## config.mk

```make
export PLATFORM = sky130hd
export DESIGN_NAME = mc_controller
export DESIGN_NICKNAME = d
export VERILOG_FILES = /design/src/rtl/mc_controller.sv
export SDC_FILE = /design/constraint.sdc
export NUM_CORES = 1
export LEC_CHECK = 0
export ABC_AREA = 1
export CORE_MARGIN = 2
export CORE_UTILIZATION = 30
export CTS_CLUSTER_DIAMETER = 50
export CTS_CLUSTER_SIZE = 40
export DETAILED_ROUTE_END_ITERATION = 12
export GPL_ROUTABILITY_DRIVEN = 0
export PLACE_DENSITY = 0.67
export SLEW_MARGIN = 20
export SYNTH_ARGS = -nofsm -noshare
export SYNTH_HDL_FRONTEND = slang
export SYNTH_SLANG_ARGS = --single-unit
```

## constraint.sdc

```tcl
create_clock -name clk -period 2.75 [get_ports clk]
set_input_delay 0.275 -clock clk [delete_from_list [all_inputs] [get_ports clk]]
set_output_delay 0.275 -clock clk [all_outputs]
set_load 0.02 [all_outputs]
```

## src/rtl/mc_controller.sv

```systemverilog
// Multicycle MIPS control unit: Moore FSM that sequences fetch, decode, execute, memory and writeback.
// Memory states hold while mem_ready is low. The ALU decoder is folded into the output decode.
module mc_controller #(
    parameter int OPW = 6,
    parameter int FW  = 6
) (
    input  logic           clk,
    input  logic           reset,
    input  logic [OPW-1:0] op,
    input  logic [FW-1:0]  funct,
    input  logic           zero,
    input  logic           mem_ready,
    output logic           pcen,
    output logic           iord,
    output logic           mem_req,
    output logic           memwrite,
    output logic           irwrite,
    output logic           regdst,
    output logic           memtoreg,
    output logic           regwrite,
    output logic           alusrca,
    output logic [1:0]     alusrcb,
    output logic [1:0]     pcsrc,
    output logic [2:0]     alucontrol,
    output logic           illegal_op,
    output logic [3:0]     state_o
);

    typedef enum logic [3:0] {
        FETCH   = 4'd0,
        DECODE  = 4'd1,
        MEMADR  = 4'd2,
        MEMRD   = 4'd3,
        MEMWB   = 4'd4,
        MEMWR   = 4'd5,
        EXECUTE = 4'd6,
        ALUWB   = 4'd7,
        BRANCH  = 4'd8,
        ADDIEX  = 4'd9,
        ADDIWB  = 4'd10,
        JUMP    = 4'd11
    } state_t;

    localparam logic [OPW-1:0] OP_LW   = OPW'(6'b100011);
    localparam logic [OPW-1:0] OP_SW   = OPW'(6'b101011);
    localparam logic [OPW-1:0] OP_RTYP = OPW'(6'b000000);
    localparam logic [OPW-1:0] OP_BEQ  = OPW'(6'b000100);
    localparam logic [OPW-1:0] OP_ADDI = OPW'(6'b001000);
    localparam logic [OPW-1:0] OP_J    = OPW'(6'b000010);

    localparam logic [FW-1:0] FN_ADD = FW'(6'b100000);
    localparam logic [FW-1:0] FN_SUB = FW'(6'b100010);
    localparam logic [FW-1:0] FN_AND = FW'(6'b100100);
    localparam logic [FW-1:0] FN_OR  = FW'(6'b100101);
    localparam logic [FW-1:0] FN_SLT = FW'(6'b101010);

    localparam logic [2:0] ALU_ADD = 3'b010;
    localparam logic [2:0] ALU_SUB = 3'b110;

    state_t r_state;
    state_t w_next;

    function automatic logic [2:0] funct_dec(input logic [FW-1:0] f);
        case (f)
            FN_ADD:  return 3'b010;
            FN_SUB:  return 3'b110;
            FN_AND:  return 3'b000;
            FN_OR:   return 3'b001;
            FN_SLT:  return 3'b111;
            default: return 3'b010;
        endcase
    endfunction

    always_ff @(posedge clk or posedge reset) begin
        if (reset) r_state <= FETCH;
        else       r_state <= w_next;
    end

    always_comb begin
        w_next     = FETCH;
        pcen       = 1'b0;
        iord       = 1'b0;
        mem_req    = 1'b0;
        memwrite   = 1'b0;
        irwrite    = 1'b0;
        regdst     = 1'b0;
        memtoreg   = 1'b0;
        regwrite   = 1'b0;
        alusrca    = 1'b0;
        alusrcb    = 2'b00;
        pcsrc      = 2'b00;
        alucontrol = ALU_ADD;
        illegal_op = 1'b0;
        case (r_state)
            FETCH: begin
                mem_req = 1'b1;
                alusrcb = 2'b01;
                irwrite = mem_ready;
                pcen    = mem_ready;
                w_next  = mem_ready ? DECODE : FETCH;
            end
            DECODE: begin
                alusrcb = 2'b11;
                case (op)
                    OP_LW, OP_SW: w_next = MEMADR;
                    OP_RTYP:      w_next = EXECUTE;
                    OP_BEQ:       w_next = BRANCH;
                    OP_ADDI:      w_next = ADDIEX;
                    OP_J:         w_next = JUMP;
                    default: begin
                        w_next     = FETCH;
                        illegal_op = 1'b1;
                    end
                endcase
            end
            MEMADR: begin
                alusrca = 1'b1;
                alusrcb = 2'b10;
                w_next  = (op == OP_SW) ? MEMWR : MEMRD;
            end
            MEMRD: begin
                mem_req = 1'b1;
                iord    = 1'b1;
                w_next  = mem_ready ? MEMWB : MEMRD;
            end
            MEMWB: begin
                memtoreg = 1'b1;
                regwrite = 1'b1;
            end
            MEMWR: begin
                mem_req  = 1'b1;
                iord     = 1'b1;
                memwrite = 1'b1;
                w_next   = mem_ready ? FETCH : MEMWR;
            end
            EXECUTE: begin
                alusrca    = 1'b1;
                alucontrol = funct_dec(funct);
                w_next     = ALUWB;
            end
            ALUWB: begin
                regdst   = 1'b1;
                regwrite = 1'b1;
            end
            BRANCH: begin
                alusrca    = 1'b1;
                alucontrol = ALU_SUB;
                pcsrc      = 2'b01;
                pcen       = zero;
            end
            ADDIEX: begin
                alusrca = 1'b1;
                alusrcb = 2'b10;
                w_next  = ADDIWB;
            end
            ADDIWB: regwrite = 1'b1;
            JUMP: begin
                pcsrc = 2'b10;
                pcen  = 1'b1;
            end
            default: alucontrol = 3'b000;
        endcase
        // Reset drops the state to FETCH asynchronously; also mask every strobe while it is held.
        if (reset) begin
            pcen       = 1'b0;
            irwrite    = 1'b0;
            regwrite   = 1'b0;
            memwrite   = 1'b0;
            mem_req    = 1'b0;
            illegal_op = 1'b0;
        end
    end

    assign state_o = r_state;

endmodule

```

==> results of run 1 <==
[power breakdown]
group / switching, uW / internal, uW / total (uW)
registers: 29.5 / 77.2 / 107
clock network: 22.6 / 48.7 / 71.3
logic: 298 / 220 / 518
total: 350 / 346 / 696
[layer usage]
layer  wire length, um  vias to the layer above
met5                 0                        -
met4                 0                        0
met3               118                        0
met2               888                       29
met1               744                      363
li1                  -                      459
[synth_stat cells (all sizes together)]
cell type / number
nand3: 8
and2: 1
nor2: 33
nand2: 39
nand4: 3
dfrtp: 4
a21oi: 2
inv: 23
nor3: 2
o21ai: 8
[cells in the final DEF (no fill, tap or decap)]
cell type        instances
a21oi_1                  2
and2_4                   1
clkbuf_4                 3
clkdlybuf4s50_1         36
dfrtp_1                  4
inv_1                   19
inv_2                    4
nand2_1                 36
nand2_2                  3
nand3_1                  8
nand4_1                  3
nor2_1                  27
nor2_2                   5
nor2_4                   1
nor3_1                   2
o21ai_0                  3
o21ai_1                  5
[metrics by stage]
step,total power (uW),util [%],std cells
2_1_floorplan,411,-,123
3_3_place_gp,628,51.8,186
3_5_place_dp,631,51.8,186
4_1_cts,706,53.0,189
5_1_grt,760,53.0,189
6_report,696,53.0,189
[logic make-up (layout without fill, tap and decap cells)]
logic type             count (synthesis)  after routing  synth area share, %
AND/OR/NAND/NOR                       86             86                 61.4
buffers and inverters                 23             62                 14.1
AO/OA/AOI/OAI                         10             10                 8.18
flip-flops                             4              4                 16.4
[worst max-delay path, stage by stage]
cell and delay [ps]:
clkdlybuf4s50_1 530, nor2_1 100, o21ai_0 250, nand3_1 110, nor2_1 100, clkdlybuf4s50_1 610
[path summary, 6_finish.rpt]
kind	start	to	depth (start not counted)
worst max register to register	state_o[3]$_DFF_PP0_	state_o[1]$_DFF_PP0_	6
worst min register to register	state_o[1]$_DFF_PP0_	state_o[3]$_DFF_PP0_	3
min in group clk	state_o[1]$_DFF_PP0_	state_o[3]$_DFF_PP0_	3
worst max-delay path	op[2]	illegal_op	6
worst min-delay path	reset	state_o[2]$_DFF_PP0_	2
max in group asynchronous	reset	state_o[1]$_DFF_PP0_	2
[area by class of cell]
type | count | area [sq um]
Multi-Input combinational cell | 96 | 425
Fill cell | 214 | 913
Inverter | 23 | 86.3
Clock buffer | 3 | 22.5
Tap cell | 27 | 33.8
Sequential cell | 4 | 100
Timing Repair Buffer | 36 | 360
==> results.md, run 1 <==
* Outcome: finished, final reports clean
* Synth top area share at 22.1%
* DR iter-0 viols at 4
* Largest register FFs at 4
* Final worst setup slack at 502 ps
* Worst setup EP type: output port
* Met1 usage at 15.8%
* Ant. Diodes at 0
* Worst Hold Class: primary input to asynchronous set/reset pin
* Crit path DAT at 1970 ps
* Setup TNS at 0 ps
* Ys Warns at 0
* Syn_nets at 139
* H-tree Lvls at 1
* Yosys cell types at 15
* Share of cells above drive strength 1 at 10.5%
* Cell Rows at 16
* Die Ht at 49.2 um
* CTS Buffer Depth at 2
* Post-DP HPWL at 1.56 mm
* Clock Latency Late Sink at 230 ps
* Reg clk slew, reported paths at 40 ps
* Post-CTS setup buffers at 0
* Leak at 0.000537 uW
* Main area contributors after synthesis: nand2_1, nor2_1, dfrtp_1
* Full die area at 2420 sq um
* CTS tree: done
* Min cycle time layout at 2250 ps
* CP required at 2480 ps
* Slew @ Worst Pin at 280 ps
* Effective utilization at floorplan at 31.5%
* Routed Antenna Nets at 0
* Via count at 851
* Max VDD drop at 0.415 mV
* # IOs at 37
* Post-route cell area at 1030 sq um
* Largest net degree at the start of global routing at 9
* Post-route clock period utilization at 81.7%
* Layout area overhead at 68.1%
* Setup Slack @ Placement at 525 ps
* Kind of critical path: primary input to output port
* Final setup skew at 4.41 ps
* Fin. Hold Viols at 0
* Met2 global-route usage at 29.3%
* #FFs+latches synth at 4
* Vias per std cell at 4.50
* Total GRT Usage at 14.9%
* Reg2Reg Setup Slack at 1560 ps
* First-pass GRT wire length at 2.91 mm
* FMAX at 445 MHz
* PortBufs at 36
* Total grt overflow at 0
* Worst setup SP type: primary input
* Root Buffer Master: clkbuf_4
* Nets at 180
* Mapped Area at 612 sq um
* Initial antenna violation count at 0
* Pwr per Cell Area at 677 nW/um^2
* Final Max Tran Viols at 0
* Final setup fails at 0
* Total of max-cap violations at 0
* Clock sinks at 4
* Post-Syn Instances at 123
* Cts hold-fix bufs at 0
* Placed cell areas at 1010 sq um
* Post_cts resized at 0
* Vias in the first global route at 744
* Seq/Total Area, Yosys at 16.4%
* RSZ-0062 raised after global routing: no
* Mean Syn Cell Area at 4.97 sq um
* Relative slew slack at 81.3%
* GRT Max-Usage Layer: met2
* Largest area contributor in the netlist: nand2_1
* Post-DR wirelength/cell at 9.27 um
* Pre-antenna DRT Iters at 4
* CP Max Fanout at 4
* Core Region at 1940 sq um
* Chip width at 49.2 um
* Worst Hold Margin at 343 ps
* CTS Buf Count at 3
* # DRC at 0
* Total routed wirelength at 1.75 mm
* Met3 Usage GRT at 3.37%
Power figures use the tool's default switching activity.
==> inputs of run 2 (changes only) <==
--- a/config.mk
+++ b/config.mk
@@ -12,7 +12,7 @@
 export CTS_CLUSTER_SIZE = 40
 export DETAILED_ROUTE_END_ITERATION = 12
 export GPL_ROUTABILITY_DRIVEN = 0
-export PLACE_DENSITY = 0.67
+export PLACE_DENSITY = 0.69
 export SLEW_MARGIN = 20
 export SYNTH_ARGS = -nofsm -noshare
 export SYNTH_HDL_FRONTEND = slang
==> constraint.sdc (replaced) <==
create_clock -name clk -period 1.9 [get_ports clk]
set_input_delay 0.19 -clock clk [delete_from_list [all_inputs] [get_ports clk]]
set_output_delay 0.19 -clock clk [all_outputs]
set_load 0.02 [all_outputs]
==> run 2 against run 1 <==
Effect of this change:
- combinational power up 41%
- core utilization up 3.4 points
- wire length up 15%
==> results.md, run 2 (synthesized netlist as in run 1, its figures left out) <==
* Outcome: finished, final reports clean
* Initial antenna violation count at 0 (unchanged)
* Cells along the critical path: inv_1 > nand2_2 > nor2_2 > nand3_1 > o21ai_0 > dlygate4sd2_1
* Footprint of the multi-input gates at 433 sq um (+1.8%)
* Total of max-cap violations at 0 (unchanged)
* Most frequent cells in the layout: nand2_1, nor2_1, inv_1, clkdlybuf4s50_1, dlygate4sd2_1
* Pre-antenna DRT Iters at 4 (unchanged)
* # IOs at 37 (unchanged)
* Worst setup SP type: flop
* Die Ht at 49.2 um (unchanged)
* Worst path bufs/invs at 2 (unchanged)
* Worst setup EP type: output port
* Full die area at 2420 sq um (unchanged)
* Chip width at 49.2 um (unchanged)
* Vias in the first global route at 847 (+14%)
* Placed cell areas at 1070 sq um (+6.7%)
* CP required at 1710 ps (-770 ps)
* Crit. path cell count at 6 (unchanged)
* Kind of critical path: flop to output port
* Total routed wirelength at 2.02 mm (+15%)
* Root Buffer Master: clkbuf_4
* Reg clk slew, reported paths at 30 ps (about the same)
* Share of cells above drive strength 1 at 19.3% (+8.8 points)
* Via count at 900 (+5.8%)
* Pwr per Cell Area at 904 nW/um^2 (+34%)
* # DRC at 0 (unchanged)
* Slew @ Worst Pin at 240 ps (-40.1 ps)
* Fin. Hold Viols at 0 (unchanged)
* Ant. Diodes at 0 (unchanged)
* Vias per std cell at 4.55 (+0.95%)
* Crit path DAT at 1610 ps (-360 ps)
* Final worst setup slack at 104 ps (-399 ps)
* Worst R2R Path Depth at 6 (unchanged)
* Core Region at 1940 sq um (unchanged)
* Crit-path slowest cell: dfrtp_2
* Final setup fails at 0 (unchanged)
* RSZ-0062 raised after global routing: no
* Setup TNS at 0 ps (unchanged)
* Most common cell after layout, fill and taps aside: nand2_1
* Routed Antenna Nets at 0 (unchanged)
* Clock sinks at 4 (unchanged)
* # placed instances at 195 (+4.8%)
* CP Max Fanout at 4 (unchanged)
* Post-route cell area at 1090 sq um (+6.4%)
* Largest register FFs at 4 (unchanged)
* Fill cells at 203 (-5.1%)
* CTS tree: done
* Family with the most delay on the worst path: buffers and inverters
* Relative slew slack at 83.8% (+2.6 points)
* H-tree Lvls at 1 (unchanged)
* Max stage delay on crit path at 430 ps (-180 ps)
* Total grt overflow at 0 (unchanged)
* Layout Utilization at 56.4% (+3.4 points)
* Layout area overhead at 78.9%
* Post-DP HPWL at 1.77 mm (+14%)
* FMAX at 557 MHz
* Cell Rows at 16 (unchanged)
* Post-DR wirelength/cell at 10.2 um (+9.8%)
* Final setup skew at 1.16 ps (-3.25 ps)
* PortBufs at 36 (unchanged)
* Final Max Tran Viols at 0 (unchanged)
* First-pass GRT wire length at 3.30 mm (+13%)
* DR iter-0 viols at 9 (+5)
* Max VDD drop at 0.495 mV (+19%)
* Clock Latency Late Sink at 220 ps (about the same)
* Total GRT Usage at 17.5% (+2.6 points)
* Effective utilization at floorplan at 31.5% (unchanged)
* Largest net degree at the start of global routing at 8 (-1)
* Worst Hold Class: primary input to asynchronous set/reset pin
* Min cycle time layout at 1800 ps
* Leak at 0.000679 uW (+27%)
* Register Area at 105 sq um (+5.0%)
* Nets at 189 (+5.0%)
* Post-route clock period utilization at 94.5%
* CTS Buffer Depth at 2 (unchanged)
* Fin cells at 198 (+4.8%)
* Setup Slack @ Placement at -115 ps (-640 ps)
* CTS Buf Count at 3 (unchanged)
## run 2: cell count changes in the layout (fill, tap and decap cells not counted), sizes merged
cell,previous run,this run
clkbuf,3,5
buf,0,9
dlymetal6s2s,0,4
dlygate4sd2,0,11
clkdlybuf4s50,36,19
## run 2: report_power, final
group | leakage, uW | internal, uW | switching (uW)
clock network | 0.0000138 | 70.1 | 27.1
logic | 0.000618 | 285 | 443
registers | 0.0000477 | 117 | 47.3
total | 0.000679 | 472 | 518
## run 2: worst reg2reg max path, cell delays in order, from the launching register on
cell and delay, ps:
dfrtp_2 430, inv_1 150, nor2_1 70, nand2_1 100, nand3_1 90, nor2_1 130, nand2_1 70
## run 2: through the flow
stage / power [uW] / hold slack (ps)
6_report: 989 / 422
5_1_grt: 1070 / 470
4_1_cts: 1010 / 419
3_5_place_dp: 942 / 657
3_3_place_gp: 932 / 656
2_1_floorplan: 595 / -13.5
## run 2: repair_timing
action	in CTS	in global routing
endpoints found under the hold margin	0	0
endpoints found under the setup margin	14	10
resized for setup	16	11
buffers inserted	0	0
hold buffers	0	0
## run 2: layout make-up
cell class                      count  share of cell area (%)
Sequential cell                     4                    9.60
Inverter                           23                    7.89
Clock buffer                        3                    2.06
Tap cell                           27                    3.09
Timing Repair Buffer               45                    37.8
Multi-Input combinational cell     96                    39.5
## run 2: path summary, 6_finish.rpt
path,startpoint,slack [ps],to
max in group asynchronous,reset,1370,state_o[0]$_DFF_PP0_
setup reg to reg,state_o[3]$_DFF_PP0_,740,state_o[1]$_DFF_PP0_
min in group clk,state_o[2]$_DFF_PP0_,700,state_o[3]$_DFF_PP0_
hold / removal,reset,420,state_o[2]$_DFF_PP0_
setup / recovery,state_o[3]$_DFF_PP0_,100,alucontrol[2]
hold reg to reg,state_o[2]$_DFF_PP0_,700,state_o[3]$_DFF_PP0_
## run 2: per-layer routing
metal,GRT usage [%],vias up,share of wire (%)
met2,35.8,32,56
li1,-,477,-
met5,0,-,0
met3,4.29,2,5.8
met1,15.1,389,37
met4,8.57,0,1.4
